--- src/rtl/gate_exerciser_if.sv ---
// rtl/gate_exerciser_if.sv - stimulus/result bundle between gate_exerciser and its controller
// Optional GATE_EXERCISER_FIRST_FAIL_EN adds fail_vec/fail_seen.
interface gate_exerciser_if #(
  parameter int N_IN = 2
);
  logic            start;
  logic [2:0]      op;
  logic [N_IN-1:0] drv;
  logic            dut_out;
  logic            busy;
  logic            done;
  logic            pass;
  logic [N_IN:0]   err_cnt;
`ifdef GATE_EXERCISER_FIRST_FAIL_EN
  logic [N_IN-1:0] fail_vec;
  logic            fail_seen;

  modport master (
    output start, op, dut_out,
    input  drv, busy, done, pass, err_cnt, fail_vec, fail_seen
  );
  modport slave (
    input  start, op, dut_out,
    output drv, busy, done, pass, err_cnt, fail_vec, fail_seen
  );
`else
  modport master (
    output start, op, dut_out,
    input  drv, busy, done, pass, err_cnt
  );
  modport slave (
    input  start, op, dut_out,
    output drv, busy, done, pass, err_cnt
  );
`endif
endinterface

--- src/rtl/gate_exerciser.sv ---
// rtl/gate_exerciser.sv - sweeps all input vectors of a gate under test and counts mismatches
// Optional GATE_EXERCISER_FIRST_FAIL_EN captures the first failing vector.
module gate_exerciser #(
  parameter int N_IN   = 2,
  parameter int SETTLE = 1
) (
  input  logic              clk,
  input  logic              rst,
  gate_exerciser_if.slave   bus
);

  localparam logic [1:0] S_IDLE   = 2'd0;
  localparam logic [1:0] S_WAIT   = 2'd1;
  localparam logic [1:0] S_SAMPLE = 2'd2;
  localparam logic [1:0] S_DONE   = 2'd3;

  // The sample cycle is one of the SETTLE+1 per-vector cycles, so the wait phase covers SETTLE-1 extra.
  localparam logic [7:0]      WAIT_LOAD = (SETTLE > 0) ? 8'(SETTLE - 1) : 8'd0;
  localparam logic [1:0]      NEXT_ST   = (SETTLE > 0) ? S_WAIT : S_SAMPLE;
  localparam logic [N_IN-1:0] LAST_VEC  = '1;

  logic [1:0] state;
  logic [7:0] wcnt;
  logic [2:0] op_q;
  logic       and_r;
  logic       or_r;
  logic       xor_r;
  logic       expect_bit;
  logic       mismatch;

  assign and_r = &bus.drv;
  assign or_r  = |bus.drv;
  assign xor_r = ^bus.drv;

  always_comb begin
    expect_bit = and_r;
    case (op_q)
      3'd1:    expect_bit = or_r;
      3'd2:    expect_bit = xor_r;
      3'd3:    expect_bit = ~and_r;
      3'd4:    expect_bit = ~or_r;
      3'd5:    expect_bit = ~xor_r;
      default: expect_bit = and_r;
    endcase
  end

  assign mismatch = (bus.dut_out != expect_bit);

  always_ff @(posedge clk or posedge rst) begin
    if (rst) begin
      state       <= S_IDLE;
      wcnt        <= '0;
      op_q        <= '0;
      bus.drv     <= '0;
      bus.busy    <= 1'b0;
      bus.done    <= 1'b0;
      bus.pass    <= 1'b0;
      bus.err_cnt <= '0;
`ifdef GATE_EXERCISER_FIRST_FAIL_EN
      bus.fail_vec  <= '0;
      bus.fail_seen <= 1'b0;
`endif
    end else begin
      case (state)
        S_IDLE, S_DONE: begin
          if (state == S_DONE) begin
            bus.busy <= 1'b0;
            bus.done <= 1'b1;
            bus.pass <= (bus.err_cnt == '0);
          end
          if (bus.start) begin
            op_q        <= bus.op;
            bus.drv     <= '0;
            bus.err_cnt <= '0;
            bus.done    <= 1'b0;
            bus.pass    <= 1'b0;
            bus.busy    <= 1'b1;
            wcnt        <= WAIT_LOAD;
            state       <= NEXT_ST;
`ifdef GATE_EXERCISER_FIRST_FAIL_EN
            bus.fail_vec  <= '0;
            bus.fail_seen <= 1'b0;
`endif
          end
        end
        S_WAIT: begin
          if (wcnt == 8'd0) state <= S_SAMPLE;
          else              wcnt  <= wcnt - 8'd1;
        end
        S_SAMPLE: begin
          if (mismatch) begin
            bus.err_cnt <= bus.err_cnt + (N_IN + 1)'(1);
`ifdef GATE_EXERCISER_FIRST_FAIL_EN
            if (!bus.fail_seen) begin
              bus.fail_vec  <= bus.drv;
              bus.fail_seen <= 1'b1;
            end
`endif
          end
          if (bus.drv == LAST_VEC) begin
            state <= S_DONE;
          end else begin
            bus.drv <= bus.drv + N_IN'(1);
            wcnt    <= WAIT_LOAD;
            state   <= NEXT_ST;
          end
        end
        default: state <= S_IDLE;
      endcase
    end
  end

endmodule

--- src/flat_wrapper.sv ---
// flat-port wrapper written by rule: the top's interface ports become plain ports
module gate_exerciser_flat 
#(
  parameter int N_IN   = 2,
  parameter int SETTLE = 1
)
  (clk, rst, bus_start, bus_op, bus_dut_out, bus_drv, bus_busy, bus_done, bus_pass, bus_err_cnt);
  gate_exerciser_if #(.N_IN(N_IN)) bus_i ();
  input  logic clk;
  input  logic rst;
  input wire logic [$bits(bus_i.start)-1:0] bus_start;
  input wire logic [$bits(bus_i.op)-1:0] bus_op;
  input wire logic [$bits(bus_i.dut_out)-1:0] bus_dut_out;
  output wire logic [$bits(bus_i.drv)-1:0] bus_drv;
  output wire logic [$bits(bus_i.busy)-1:0] bus_busy;
  output wire logic [$bits(bus_i.done)-1:0] bus_done;
  output wire logic [$bits(bus_i.pass)-1:0] bus_pass;
  output wire logic [$bits(bus_i.err_cnt)-1:0] bus_err_cnt;
  assign bus_i.start = bus_start;
  assign bus_i.op = bus_op;
  assign bus_i.dut_out = bus_dut_out;
  assign bus_drv = bus_i.drv;
  assign bus_busy = bus_i.busy;
  assign bus_done = bus_i.done;
  assign bus_pass = bus_i.pass;
  assign bus_err_cnt = bus_i.err_cnt;
  gate_exerciser #(.N_IN(N_IN), .SETTLE(SETTLE)) u_core (.clk(clk), .rst(rst), .bus(bus_i));
endmodule
--- config.mk ---
export PLATFORM = sky130hd
export DESIGN_NAME = gate_exerciser_flat
export DESIGN_NICKNAME = d
export VERILOG_FILES = /design/src/rtl/gate_exerciser_if.sv /design/src/rtl/gate_exerciser.sv /design/src/flat_wrapper.sv
export SDC_FILE = /design/constraint.sdc
export NUM_CORES = 1
export LEC_CHECK = 0
export CORE_ASPECT_RATIO = 1.1
export CORE_UTILIZATION = 58
export CTS_CLUSTER_DIAMETER = 150
export CTS_CLUSTER_SIZE = 12
export DETAILED_ROUTE_END_ITERATION = 12
export PLACE_DENSITY = 0.82
export SETUP_SLACK_MARGIN = 0.02
export SYNTH_ARGS = -nofsm -noshare
export SYNTH_HDL_FRONTEND = slang
export SYNTH_SLANG_ARGS = --single-unit
--- constraint.sdc ---
create_clock -name clk -period 5.5 [get_ports clk]
set_input_delay 0.55 -clock clk [delete_from_list [all_inputs] [get_ports clk]]
set_output_delay 0.55 -clock clk [all_outputs]
set_load 0.01 [all_outputs]
==> flow_metrics.tcl, run 1 <==
set metrics [dict create \
    outcome "finished clean" \
    ys_warn_count 0 \
    fmaxAchievable_ghz 0.439 \
    setup_tns_ns 0 \
    crit_slowest_cell "dfrtp_1" \
    tightest_slew_ns 0.770 \
    leakagePower_nw 0.643 \
    fin_area_sq_mm 0.00143 \
    vias 965 \
    slowest_delay_ns 0.45 \
    path_buf_inv 1 \
    num-fill-cells 165 \
    r2r_start "u_core.state[0]" \
    startpoint_type "register" \
    endpoint_kind "register" \
    synth_top_area_share 0.428 \
    drc_errors 0 \
    ios 15 \
    drtAntennaViolNets 0 \
    syn_to_final_growth_pct 16.1 \
    final_common_cell "dfrtp_1" \
    max-cap-violations 0 \
    cts_made_buffers 3 \
    regToRegSetupSlack_ns 3.22 \
    cts_resized 0 \
    synth_nets 146 \
    cts_root_buf "clkbuf_4" \
    nNetsFinal 163 \
    relSlewSlack 0.486 \
    rows 17 \
    fin_skew_ns 0.00246 \
    grt_pass1_vias 902 \
    fin_crit_ns 2.28 \
    peakVddDrop_uv 353 \
    ys_types 33 \
    start_util 0.615 \
    hp-class "reg -> reg" \
    antenna_found_initial 0 \
    min_from "u_core.bus.busy" \
    synth-main-ff-cell "dfrtp_1" \
    layout-drive-gt1-share 0.0759 \
    dpl_cell_area_sq_mm 0.00140 \
    fin_crit_sh 0.414 \
    critPathLaunch "u_core.state[0]" \
    cts-htree-levels 1 \
    tritoncts "built" \
    path_delay_family "simple AND/OR/NAND/NOR gates" \
    grt_usage 0.220 \
    viasPerCell 5.58 \
    port_buffers 14 \
    yosysTopAreaCell "dfrtp_1" \
    drt_iter0_drc 15 \
    power_density_mw_per_mm2 518 \
    netlist_instances 129 \
    gp_routability_congestion 0.843 \
    crit_chain "inv_1 -> ha_1 -> nand2b_1 -> nand2_1 -> or3b_1 -> nor4_1 -> xnor2_1 -> nor2_1" \
    wirelength_microns 2270 \
    first_pass_iters 4 \
    clk_latency_ns 0.30 \
    synth_edf_count 0 \
    worstPathRequired_ns 5.69 \
    wl_per_cell_microns 13.1 \
    finalMaxSlewViolations 0 \
    post_cts_buffers 0 \
    dieArea_sq_mm 0.00231 \
    antenna_cells 0 \
    clk_pin_slew_ns 0.12 \
    timing_hold_violations_final 0 \
    core_area_sq_mm 0.00200 \
    postCtsHoldBufs 0 \
    cp.arrival_ns 2.47 \
    criticalPathCategory "reg -> reg" \
    syn-cell-area_sq_mm 0.00123 \
    mostFrequentLayoutCells "21 x dfrtp_1, 17 x nand2_1, 14 x clkdlybuf4s50_1" \
    grt_overflow 0 \
    grt_pass1_wl_microns 3710 \
    finalSetupViolations 0 \
    synth_area_leaders "dfrtp_1 43%, ha_1 10%, nand2_1 5.2%" \
    cts_sinks 21 \
    cp_max_fo 9 \
    cts.path.max_buffers 2 \
    synth_seq_cells 21 \
    avgSynthCellArea_sq_um 9.52 \
    die_x_microns 45.9 \
    grt_max_degree 22 \
    dp_hpwl_microns 1760 \
    async_flop_share 1.00 \
    die_h_microns 50.3 \
    seq_area_frac_synth 0.428 \
    rsz0062_at_grt "false" \
]
[power breakdown]
part / internal [W] / switching (W) / leakage [nW]
clock network: 0.0000277 / 0.0000490 / 0.0139
logic: 0.000183 / 0.000217 / 0.357
registers: 0.000208 / 0.0000544 / 0.272
[routing by layer]
layer | GRT usage | vias up | part of all wire
li1 | - | 482 | -
met2 | 0.371 | 14 | 0.53
met4 | 0.108 | 0 | 0.016
met1 | 0.258 | 465 | 0.43
met5 | 0 | - | 0
met3 | 0.0396 | 4 | 0.025
[path summary, 6_finish.rpt]
kind | to | cells after the start
hold / removal | u_core.bus.busy | 2
setup / recovery | u_core.wcnt[6] | 8
max in group asynchronous | u_core.bus.done | 2
setup reg to reg | u_core.wcnt[6] | 8
min in group asynchronous | u_core.op_q[2] | 2
hold reg to reg | u_core.bus.busy | 2
[registers in the layout (all words and copies together) (netlist names)]
| register | flops |
|---|---|
| u_core.bus.done | 1 |
| u_core.state | 2 |
| u_core.bus.drv | 2 |
| u_core.op_q | 3 |
| u_core.bus.err_cnt | 3 |
| u_core.wcnt | 8 |
| u_core.bus.busy | 1 |
| u_core.bus.pass | 1 |
[worst min-delay path: cells and delay by family, from the launching register on]
kind          cells  cell delay (ns)
flops             1             0.37
simple gates      2             0.10
[cell usage after synthesis, types with 4 or more instances]
master     n
a22o_1     4
nor2_1     7
dfrtp_1   21
nand2b_1   4
mux2_2     4
inv_1     12
a21oi_1    6
nand2_1   17
o21ai_0    5
ha_1      10
nand3_1    4
[area by class of cell]
type | count | area, sq um | area share
inverter | 12 | 45.0 | 0.0316
clock buffer | 3 | 22.5 | 0.0158
sequential | 21 | 526 | 0.368
clock inverter | 1 | 7.51 | 0.00526
timing repair buffer | 14 | 140 | 0.0982
tap | 28 | 35.0 | 0.0246
multi-input combinational | 94 | 651 | 0.456
[cell families (layout without fill, tap and decap cells)]
kind of cell,count (synthesis),in the layout,share of synthesized area
compound gates,27,27,0.144
xor+xnor,5,5,0.0356
fa+ha+maj,10,10,0.102
buf+inv,14,30,0.0428
flops,21,21,0.428
mux,6,6,0.0530
simple gates,46,46,0.196
[through the flow]
stage	setup slack [ns]	cells	hold slack (ns)	total power (W)	util
floorplan	3.46	129	0.475	0.000558	-
global placement	3.15	169	0.464	0.000641	0.698
detailed placement	3.01	169	0.471	0.000662	0.698
CTS	3.25	173	0.497	0.000741	0.713
global route	3.05	173	0.516	0.000804	0.713
finish	3.22	173	0.493	0.000739	0.713
(Power assumes the default switching activity.)
==> run 2, diff against run 1 <==
CORE_UTILIZATION = 54   (was 58)
PLACE_DENSITY = 0.77   (was 0.82)
clock period = 2.2 ns   (was 5.5 ns; I/O delays follow)
==> flow_metrics.tcl, run 2 (same netlist as run 1, synthesis figures left out) <==
set metrics [dict create \
    finalSetupViolations 0 \
    startpoint_type "register" \
    drt_iter0_drc 26 \
    mostFrequentLayoutCells "20 x dfrtp_1, 17 x nand2_1, 14 x clkdlybuf4s50_1" \
    antenna_cells 0 \
    cts-htree-levels 1 \
    dp_hpwl_microns 1780 \
    die_x_microns 47.5 \
    rows 17 \
    top_regs "u_core.wcnt: 8 flops, u_core.bus.err_cnt: 3 flops, u_core.op_q: 3 flops" \
    criticalPathCategory "reg -> reg" \
    drc_errors 0 \
    cp.arrival_ns 2.29 \
    endpoint_kind "register" \
    r2r_start "u_core.wcnt[4]" \
    nNetsFinal 171 \
    setup_tns_ns 0 \
    grt_usage 0.227 \
    regToRegSetupSlack_ns 0.1 \
    leakagePower_nw 0.690 \
    finalMaxSlewViolations 0 \
    die_h_microns 52.0 \
    holdWs_ns 0.355 \
    core_area_sq_mm 0.00208 \
    cts_root_buf "clkbuf_4" \
    dieArea_sq_mm 0.00247 \
    max-cap-violations 0 \
    start_util 0.589 \
    gp_routability_congestion 0.853 \
    syn_to_final_growth_pct 23.4 \
    grt_pass1_wl_microns 4000 \
    worstReg2RegEnd "u_core.wcnt[6]" \
    tightest_slew_ns 0.783 \
    fin_crit_sh 0.955 \
    relSlewSlack 0.477 \
    largest_reg_flops 8 \
    fmaxAchievable_ghz 0.476 \
    ios 15 \
    first_pass_iters 4 \
    grt_max_degree 22 \
    wl_per_cell_microns 13.2 \
    grt_overflow 0 \
    grt_pass1_vias 949 \
    fin_skew_ns 0.00390 \
    layout-drive-gt1-share 0.150 \
    ff2ff_path_depth 6 \
    power_w 0.00196 \
    timing_hold_violations_final 0 \
    wirelength_microns 2390 \
    cp_max_fo 4 \
    fin_util 0.727 \
    fin_crit_ns 2.10 \
    final_common_cell "dfrtp_1" \
    postCtsHoldBufs 0 \
    cts.path.max_buffers 2 \
    drtAntennaViolNets 0 \
    rsz0062_at_grt "true" \
    peakVddDrop_uv 878 \
    cts_sinks 21 \
    port_buffers 14 \
    viasPerCell 5.54 \
    clk_pin_slew_ns 0.12 \
    top_register "u_core.wcnt" \
    vias 1003 \
    clk_latency_ns 0.30 \
    antenna_found_initial 0 \
    outcome "finished clean" \
    tritoncts "built" \
    power_density_mw_per_mm2 1290 \
    worstPathRequired_ns 2.39 \
    cts_made_buffers 3 \
    hp-class "in -> async" \
]
-- run 2: cell types whose count changed in the layout (fill, tap and decap cells not counted), sizes merged --
cell / change
buf: +8
clkinvlp: -1
clkbuf: +1
-- run 2: area by class of cell --
type                            count  area (sq um)
Inverter                           12          45.0
Tap cell                           28          35.0
Timing Repair Buffer               22           200
Sequential cell                    21           527
Clock buffer                        4          26.3
Multi-Input combinational cell     94           683
Fill cell                         179           568
-- run 2: stage by stage --
stage	area (sq um)	instances	setup slack [ns]
6_report	1520	181	0.0980
4_1_cts	1470	179	0.0828
3_5_place_dp	1440	175	0.112
3_3_place_gp	1440	175	0.173
2_1_floorplan	1230	129	0.159
5_1_grt	1520	181	-0.0285
-- run 2: how the worst max path moves through the flow --
stage,start,end,cells after the start
final,u_core.wcnt[4],u_core.wcnt[6],6
after global routing,u_core.wcnt[4],u_core.wcnt[6],6
after CTS,u_core.bus.drv[1],u_core.bus.err_cnt[2],8
after detailed placement,u_core.bus.drv[1],u_core.bus.err_cnt[2],8
after global placement,u_core.wcnt[3],u_core.wcnt[6],6
after floorplan,u_core.wcnt[3],u_core.wcnt[6],6
-- run 2: where the power goes --
group	internal (W)	leakage, nW	switching [W]
clock network	0.0000707	0.0150	0.000116
logic	0.000540	0.404	0.000575
registers	0.000523	0.271	0.000136
-- run 2: metal layers --
layer  vias up  track usage  share of wire
li1        493            -              -
met1       489        0.321           0.50
met2        17        0.345           0.46
met3         4       0.0313          0.022
met4         0       0.0857          0.011
met5         -            0              0
-- run 2: critical path, cell delays in order, from the launching register on --
cell and delay, ns:
dfrtp_1 0.45, or4_4 0.51, or4b_4 0.56, or3b_1 0.22, nor4_2 0.05, xnor2_1 0.14, nor2_1 0.05
-- run 2: repair_timing --
action                                  CTS  global route
endpoints found under the setup margin    0             4
buffers inserted                          0             2
resized for setup                         0             5
